**src/rtl/hazard_pkg.sv**
```systemverilog
// Shared types for the pipeline hazard unit: forwarding selects, EX FSM states,
// and the default register-index width.
package hazard_pkg;

    localparam int REG_ADDR_W_DEF = 5;

    typedef enum logic [1:0] {
        FWD_RF = 2'b00,
        FWD_W  = 2'b01,
        FWD_M  = 2'b10
    } fwd_sel_e;

    typedef enum logic {
        IDLE = 1'b0,
        BUSY = 1'b1
    } mc_state_e;

endpackage

```
**src/rtl/hazard_unit_mc_stall_ctrl.sv**
```systemverilog
// Multi-cycle EX controller: holds EX for MUL_LAT cycles (MUL_LAT-1 stall cycles)
// when a long-latency op enters E. MUL_LAT=1 leaves the FSM permanently idle.
module mc_stall_ctrl
    import hazard_pkg::*;
#(
    parameter int MUL_LAT = 3,
    parameter int CNT_W   = 4
) (
    input  logic clk,
    input  logic rst,
    input  logic MultiCycE,
    output logic mcStall,
    output logic BusyE
);

    localparam bit             MC_EN    = (MUL_LAT >= 2);
    localparam logic [CNT_W-1:0] CNT_LOAD = CNT_W'((MUL_LAT >= 2) ? (MUL_LAT - 2) : 0);

    mc_state_e        state_q, state_d;
    logic [CNT_W-1:0] cnt_q, cnt_d;

    always_comb begin
        state_d = state_q;
        cnt_d   = cnt_q;
        mcStall = 1'b0;
        case (state_q)
            IDLE: begin
                if (MC_EN && MultiCycE) begin
                    mcStall = 1'b1;
                    cnt_d   = CNT_LOAD;
                    state_d = BUSY;
                end
            end
            BUSY: begin
                if (cnt_q != '0) begin
                    mcStall = 1'b1;
                    cnt_d   = cnt_q - CNT_W'(1);
                end else begin
                    // final EX cycle: release the pipeline
                    state_d = IDLE;
                end
            end
            default: state_d = IDLE;
        endcase
        if (rst) begin
            mcStall = 1'b0;
        end
    end

    always_ff @(posedge clk) begin
        if (rst) begin
            state_q <= IDLE;
            cnt_q   <= '0;
        end else begin
            state_q <= state_d;
            cnt_q   <= cnt_d;
        end
    end

    assign BusyE = (state_q == BUSY) && !rst;

endmodule

```
**src/rtl/hazard_unit_mc.sv**
```systemverilog
// Hazard unit for the 5-stage pipeline: EX forwarding, load-use stall, branch
// flush and multi-cycle EX hold. HAZARD_PERF_EN adds stall/flush perf counters.
module hazard_unit_mc
    import hazard_pkg::*;
#(
    parameter int REG_ADDR_W = REG_ADDR_W_DEF,
    parameter int MUL_LAT    = 3,
    parameter int CNT_W      = 4
) (
    input  logic                  clk,
    input  logic                  rst,
    input  logic [REG_ADDR_W-1:0] Rs1D,
    input  logic [REG_ADDR_W-1:0] Rs2D,
    input  logic [REG_ADDR_W-1:0] Rs1E,
    input  logic [REG_ADDR_W-1:0] Rs2E,
    input  logic [REG_ADDR_W-1:0] RdE,
    input  logic [REG_ADDR_W-1:0] RdM,
    input  logic [REG_ADDR_W-1:0] RdW,
    input  logic                  RegWriteM,
    input  logic                  RegWriteW,
    input  logic                  ResultSrcE0,
    input  logic                  PCSrcE,
    input  logic                  MultiCycE,
    output logic                  StallF,
    output logic                  StallD,
    output logic                  StallE,
    output logic                  FlushD,
    output logic                  FlushE,
    output logic                  FlushM,
    output logic [1:0]            ForwardAE,
    output logic [1:0]            ForwardBE,
    output logic                  BusyE
`ifdef HAZARD_PERF_EN
    ,
    output logic [31:0]           PerfStallCnt,
    output logic [31:0]           PerfFlushCnt
`endif
);

    logic lwStall;
    logic mcStall;

    // M has priority over W: it holds the younger result for the same register
    function automatic fwd_sel_e fwd_sel(
        input logic                  rs_match_m,
        input logic                  rs_match_w
    );
        if (rs_match_m) return FWD_M;
        if (rs_match_w) return FWD_W;
        return FWD_RF;
    endfunction

    mc_stall_ctrl #(
        .MUL_LAT (MUL_LAT),
        .CNT_W   (CNT_W)
    ) u_mc_stall_ctrl (
        .clk       (clk),
        .rst       (rst),
        .MultiCycE (MultiCycE),
        .mcStall   (mcStall),
        .BusyE     (BusyE)
    );

    always_comb begin
        lwStall = ResultSrcE0 && (RdE != '0) && ((RdE == Rs1D) || (RdE == Rs2D));
        if (rst) begin
            StallF    = 1'b0;
            StallD    = 1'b0;
            StallE    = 1'b0;
            FlushD    = 1'b1;
            FlushE    = 1'b1;
            FlushM    = 1'b1;
            ForwardAE = FWD_RF;
            ForwardBE = FWD_RF;
        end else begin
            StallF    = lwStall | mcStall;
            StallD    = lwStall | mcStall;
            StallE    = mcStall;
            FlushM    = mcStall;
            // a held multi-cycle op must not be squashed by a stale PCSrcE
            FlushD    = PCSrcE & !mcStall;
            FlushE    = (lwStall | PCSrcE) & !mcStall;
            ForwardAE = fwd_sel(RegWriteM && (RdM != '0) && (RdM == Rs1E),
                                RegWriteW && (RdW != '0) && (RdW == Rs1E));
            ForwardBE = fwd_sel(RegWriteM && (RdM != '0) && (RdM == Rs2E),
                                RegWriteW && (RdW != '0) && (RdW == Rs2E));
        end
    end

`ifdef HAZARD_PERF_EN
    always_ff @(posedge clk) begin
        if (rst) begin
            PerfStallCnt <= '0;
            PerfFlushCnt <= '0;
        end else begin
            if (StallF) begin
                PerfStallCnt <= PerfStallCnt + 32'd1;
            end
            if (PCSrcE && !mcStall) begin
                PerfFlushCnt <= PerfFlushCnt + 32'd1;
            end
        end
    end
`endif

endmodule

```
**config.mk**
```make
export PLATFORM = sky130hd
export DESIGN_NAME = hazard_unit_mc
export DESIGN_NICKNAME = d
export VERILOG_FILES = /design/src/rtl/hazard_pkg.sv /design/src/rtl/hazard_unit_mc_stall_ctrl.sv /design/src/rtl/hazard_unit_mc.sv
export SDC_FILE = /design/constraint.sdc
export NUM_CORES = 1
export LEC_CHECK = 0
export ABC_AREA = 1
export BUFFER_PORTS_ARGS = -buffer_cell sky130_fd_sc_hd__buf_2
export CORE_ASPECT_RATIO = 1.5
export CORE_MARGIN = 3
export CORE_UTILIZATION = 38
export CTS_CLUSTER_DIAMETER = 40
export CTS_CLUSTER_SIZE = 25
export DETAILED_ROUTE_END_ITERATION = 10
export PLACE_DENSITY = 0.75
export SLEW_MARGIN = 20
export SYNTH_ARGS = -nofsm -noshare
export SYNTH_HDL_FRONTEND = slang
export SYNTH_HIERARCHICAL = 1
export SYNTH_SLANG_ARGS = --single-unit
```
**constraint.sdc**
```tcl
create_clock -name clk -period 1.68 [get_ports clk]
set_clock_uncertainty 0.2 [all_clocks]
set_input_delay 0.252 -clock clk [delete_from_list [all_inputs] [get_ports clk]]
set_output_delay 0.252 -clock clk [all_outputs]
set_load 0.03 [all_outputs]
```
; After elaboration in Yosys (flattened, before gate mapping)
; Index checks and enable logic that the tools add are counted.
[totals]
reg_bits = 5
out_inout_bits = 11
[op_classes]
addsub = 1
eq_ne = 8
n_mux = 32
bitwise_logic = 5
reduce_logical = 17
[ops]
columns = op, count
row1 = 5-bit equality test, 6
row2 = 2-bit two-way mux, 10
row3 = 1-bit two-way mux, 18
row4 = 5-bit nonzero test, 3
row5 = 1-bit logical AND, 9
row6 = 4-bit two-way mux, 2
row7 = 4-bit case mux with 2 select lines, 1
row8 = 2-bit != test (second input constant), 2
row9 = 4-bit nonzero test, 1
row10 = 4-bit by 1-bit subtractor with 4-bit output (second input constant), 1
row11 = 1-bit AND, 2
row12 = 1-bit logical NOT, 2
row13 = 1-bit OR, 2
row14 = 1-bit case mux with 2 select lines, 1
row15 = 2-bit AND reduction, 1
row16 = 1-bit logical OR, 1
row17 = 1-bit inverter, 1

; Longest topological paths before layout
[depth]
ltp_word = 10
mapped_depth = 10

; Cells and area by module
; Netlist, hierarchy kept.
[by_module_without_submodules]
columns = module, instances, cells_each, area_per_inst_um2, seq_area_each_um2
row1 = hazard_unit_mc, 1, 115, 573.0, 0.0
row2 = mc_stall_ctrl, 1, 38, 270.3, 100.1

; Least setup slack after synthesis
; No wires, ideal clock.
[synth_path]
kind = register to output
from = register u_mc_stall_ctrl.cnt_q[0]
to = output StallF
arrival_time_ns = 1.960
required_time_ns = 1.228
path_slack_ns = -0.732
stages_incl_launch_ff = 11
path_cell_list = dfxtp_1 > inv_1 > ha_1 > nand2_2 > nand2_4 > a21oi_1 > inv_1 > nor2_1 > inv_1 > nand2_1 > buf_4
[synth_via]
elab_chain_cells = 6
[synth_lines]
columns = item, line_no
row1 = "start, declared", hazard_unit_mc_stall_ctrl.sv:20  ; logic [CNT_W-1:0] cnt_q, cnt_d;
row2 = "start signal, assigned", hazard_unit_mc_stall_ctrl.sv:56  ; cnt_q <= cnt_d;
row3 = 4-bit nonzero test, hazard_unit_mc_stall_ctrl.sv:35  ; if (cnt_q != '0) begin
row4 = 1-bit two-way mux, hazard_unit_mc_stall_ctrl.sv:35
row5 = 1-bit case mux with 2 select lines, hazard_unit_mc_stall_ctrl.sv:26  ; case (state_q)
row6 = 1-bit two-way mux, n/a
row7 = via mcStall, hazard_unit_mc.sv:41  ; logic mcStall;
row8 = 1-bit OR, n/a
row9 = 1-bit two-way mux, n/a
row10 = "end, declared", hazard_unit_mc.sv:24  ; output logic StallF,
; The timed path passes the listed nets, and every way through them passes these cells.

; Worst setup path in the final report
[layout_path]
from = register u_mc_stall_ctrl.cnt_q[0]
to = output FlushD
[layout_via]
elab_chain_cells = 7
[layout_lines]
columns = item, line_no
row1 = 4-bit nonzero test, hazard_unit_mc_stall_ctrl.sv:35
row2 = 1-bit two-way mux, hazard_unit_mc_stall_ctrl.sv:35
row3 = 1-bit case mux with 2 select lines, hazard_unit_mc_stall_ctrl.sv:26
row4 = 1-bit two-way mux, n/a
row5 = via mcStall, hazard_unit_mc.sv:41
row6 = 1-bit logical NOT, hazard_unit_mc.sv:81  ; FlushD = PCSrcE & !mcStall;
row7 = 1-bit AND, hazard_unit_mc.sv:81
row8 = 1-bit two-way mux, hazard_unit_mc.sv:66  ; if (rst) begin
row9 = "end, declared", hazard_unit_mc.sv:27  ; output logic FlushD,
; The timed path passes the listed nets, and every way through them passes these cells.

==> flow_summary.ini <==
[cells_and_area]
stdcell_count = 242
layout-drive-gt1-share = 0.4091
antenna_cells = 0
area_delta_synth_final_pct = 60.09
final_common_cell = buf_2
final_area_um2 = 1350
final_cell_mix = 46 x buf_2, 38 x nand2_1, 23 x inv_1, 19 x nor2_1, 18 x xnor2_1
layout.nets = 265

[clocking]
numCtsBuffers = 3
cts_num_sinks = 5
hold_buffers = 0
htreeDepth = 1
cts_buffer_depth = 2
clock_latency_ps = 240
cts_root_buffer = clkbuf_4
clkTransAtPathRegs_ps = 50
tritoncts = built

[sta]
final-setup-viol-count = 6
maxSlewHeadroom = 0.8715
rsz0062_at_grt = true
drv_slew = 0
hold_slack_ps = 99.62
hold_viol = 0
fin_crit_sh = 1.143
worst_slew_pin_slew_ps = 191.2
fmax_ghz = 0.5209
setup_slack_ps = -239.8
setup_tns_ps = -1194
post-route-min-period_ps = 1920

[drt]
wl_met2_um = 1590
firstDrtPassIters = 4
viasPerCell = 4.793
wirelength_um = 2698
vias = 1160
initialDrtViolationCount = 22
wl_per_cell_um = 11.15
top_layer = met4
wl_met1_um = 924
route.met3.wl_um = 147
drc = 0
antenna_left = 0

[place]
gp_congestion = 0.8920
portBuffers = 52
placed_cells = 235
hpwl_um = 2319
dpl_cell_area_um2 = 1240

[die]
initial_core_util = 0.4060
ioPinCount = 53
fp.dieW_um = 44.47
fp-row-count = 20
coreArea_um2 = 2077
die_h_um = 63.70
die-area_um2 = 2832

[grt]
grt_start_max_net_pins = 7
track_usage = 0.1977
gr-total-overflow = 0
antenna_found_initial = 0
grt_pass1_vias = 1131
grt_pass1_wl_um = 4264

[status]
status = finished with violations
violations = setup timing

[worst_setup_path]
crit_required_ps = 1230
rr_worst_depth = 8
worst_path_max_delay_cell = dfxtp_2
worstReg2RegStart = u_mc_stall_ctrl/cnt_q[0]$_SDFFE_PP0P_
worstSetupStartpoint = u_mc_stall_ctrl/cnt_q[0]$_SDFFE_PP0P_
critPathCapture = FlushD
cp.arrival_ps = 1470
criticalPathCategory = reg -> out
cp_common_cell = nand2_4
critPathCaptureType = output pin
start_kind = flop
cpPeakStageDelay_ps = 340
reg2reg_to = u_mc_stall_ctrl/cnt_q[1]$_SDFFE_PP0P_
cp_cell_sequence = inv_4 -> ha_4 -> nand2_4 -> nand2_4 -> a21oi_4 -> inv_2 -> a21oi_2 -> inv_1 -> buf_6
worstPathMaxFanout = 4
rrSetupSlack_ps = 90

[logic_synthesis]
ys_types = 20
avgSynthCellArea_um2 = 5.512
synthesis.area_um2 = 843.3
yosys.area.top_type = xnor2_1
ys_seq_elements = 5
postSynthCellCount = 153
synthTopCellsByArea = xnor2_1 19%, nand2_1 18%, inv_1 12%, dfxtp_1 12%, nor2_1 9.3%
ys_warn_count = 6
yosysSeqAreaShare = 0.1187
synth_top_area_frac = 0.1869
synth_nets = 197

[hold_path]
min_path_type = in -> reg

[run]
cap_viol_max_count = 0

[power_and_ir_drop]
power_density_nw_per_um2 = 481.6
vdd_drop_max_v = 0.0002226
power.leakage_nw = 0.7451
-- flip-flops by register name, summed over array words and instances (netlist names) --
| name | count |
|---|---|
| u_mc_stall_ctrl/state_q | 1 |
| u_mc_stall_ctrl/cnt_q | 4 |
-- synth_stat cells --
| library cell | count |
|---|---|
| nand2_1 | 41 |
| inv_1 | 27 |
| nor2_1 | 21 |
| xnor2_1 | 18 |
| nand3_1 | 14 |
| a21oi_1 | 6 |
| dfxtp_1 | 5 |
| o21ai_0 | 3 |
| ha_1 | 2 |
| nand2_2 | 2 |
| nor3_1 | 2 |
| nor4_1 | 2 |
| or2_2 | 2 |
| xor2_1 | 2 |
| buf_4 | 1 |
| inv_2 | 1 |
| nand2_4 | 1 |
| nand3_2 | 1 |
| nand4_1 | 1 |
| o21bai_1 | 1 |
-- critical path, delay by kind of cell, from the launching register on --
family,cells,cell delay [ps]
AND/OR/NAND/NOR,2,110
adder cells (fa/ha/maj),1,160
buffers and inverters,4,340
flip-flops,1,340
AO/OA/AOI/OAI,2,280
-- final cells by class --
cell class,instances,area (um2)
Tap cell,22,27.53
Sequential cell,5,102.6
Fill cell,215,726.9
Inverter,28,107.6
Multi-Input combinational cell,119,698.2
Timing Repair Buffer,64,387.9
Clock buffer,4,26.28
-- where the power goes --
group / switching [mW] / internal [mW] / leakage [nW] / total, mW
Sequential: 0.00784 / 0.129 / 0.0417 / 0.137
Combinational: 0.196 / 0.172 / 0.688 / 0.367
Clock: 0.0559 / 0.0902 / 0.0150 / 0.146
-- metal layers --
layer,track usage,vias up
met5,0,-
met4,0.09057,0
met3,0.02857,4
met2,0.3795,34
met1,0.1897,521
li1,-,601
-- metrics by stage --
stage	total power [mW]	util	setup WS, ps
2_1_floorplan	0.3314	-	-190.3
3_3_place_gp	0.4502	0.5970	-34.61
3_5_place_dp	0.4664	0.5970	-68.55
4_1_cts	0.6479	0.6404	-258.0
5_1_grt	0.7016	0.6500	-332.3
6_report	0.6501	0.6500	-239.8
-- worst min path at each step --
| stage | startpoint | end | depth (start not counted) |
|---|---|---|---|
| 5_1_grt | rst | u_mc_stall_ctrl/state_q$_DFF_P_ | 2 |
| 6_report | rst | u_mc_stall_ctrl/state_q$_DFF_P_ | 2 |
| 3_5_place_dp | u_mc_stall_ctrl/cnt_q[0]$_SDFFE_PP0P_ | u_mc_stall_ctrl/cnt_q[0]$_SDFFE_PP0P_ | 2 |
| 4_1_cts | rst | u_mc_stall_ctrl/state_q$_DFF_P_ | 2 |
| 3_3_place_gp | u_mc_stall_ctrl/cnt_q[0]$_SDFFE_PP0P_ | u_mc_stall_ctrl/cnt_q[0]$_SDFFE_PP0P_ | 2 |
| 2_1_floorplan | rst | u_mc_stall_ctrl/cnt_q[1]$_SDFFE_PP0P_ | 1 |
-- kinds of logic (layout without fill, tap and decap cells) --
logic type,after synthesis,after routing,synth area share
fa+ha+maj,2,2,0.02967
compound gates,10,10,0.06231
simple gates,87,87,0.4481
buf+inv,29,96,0.1335
flops,5,5,0.1187
xor+xnor,20,20,0.2077
-- repair_timing --
item | in CTS | in global routing
setup endpoints to repair | 6 | 6
endpoints found under the hold margin | 0 | 0
gates resized for setup | 15 | 3
setup buffers | 2 | 1
pin swaps | 5 | 1
Note: power is estimated with default switching activity, not from simulation.
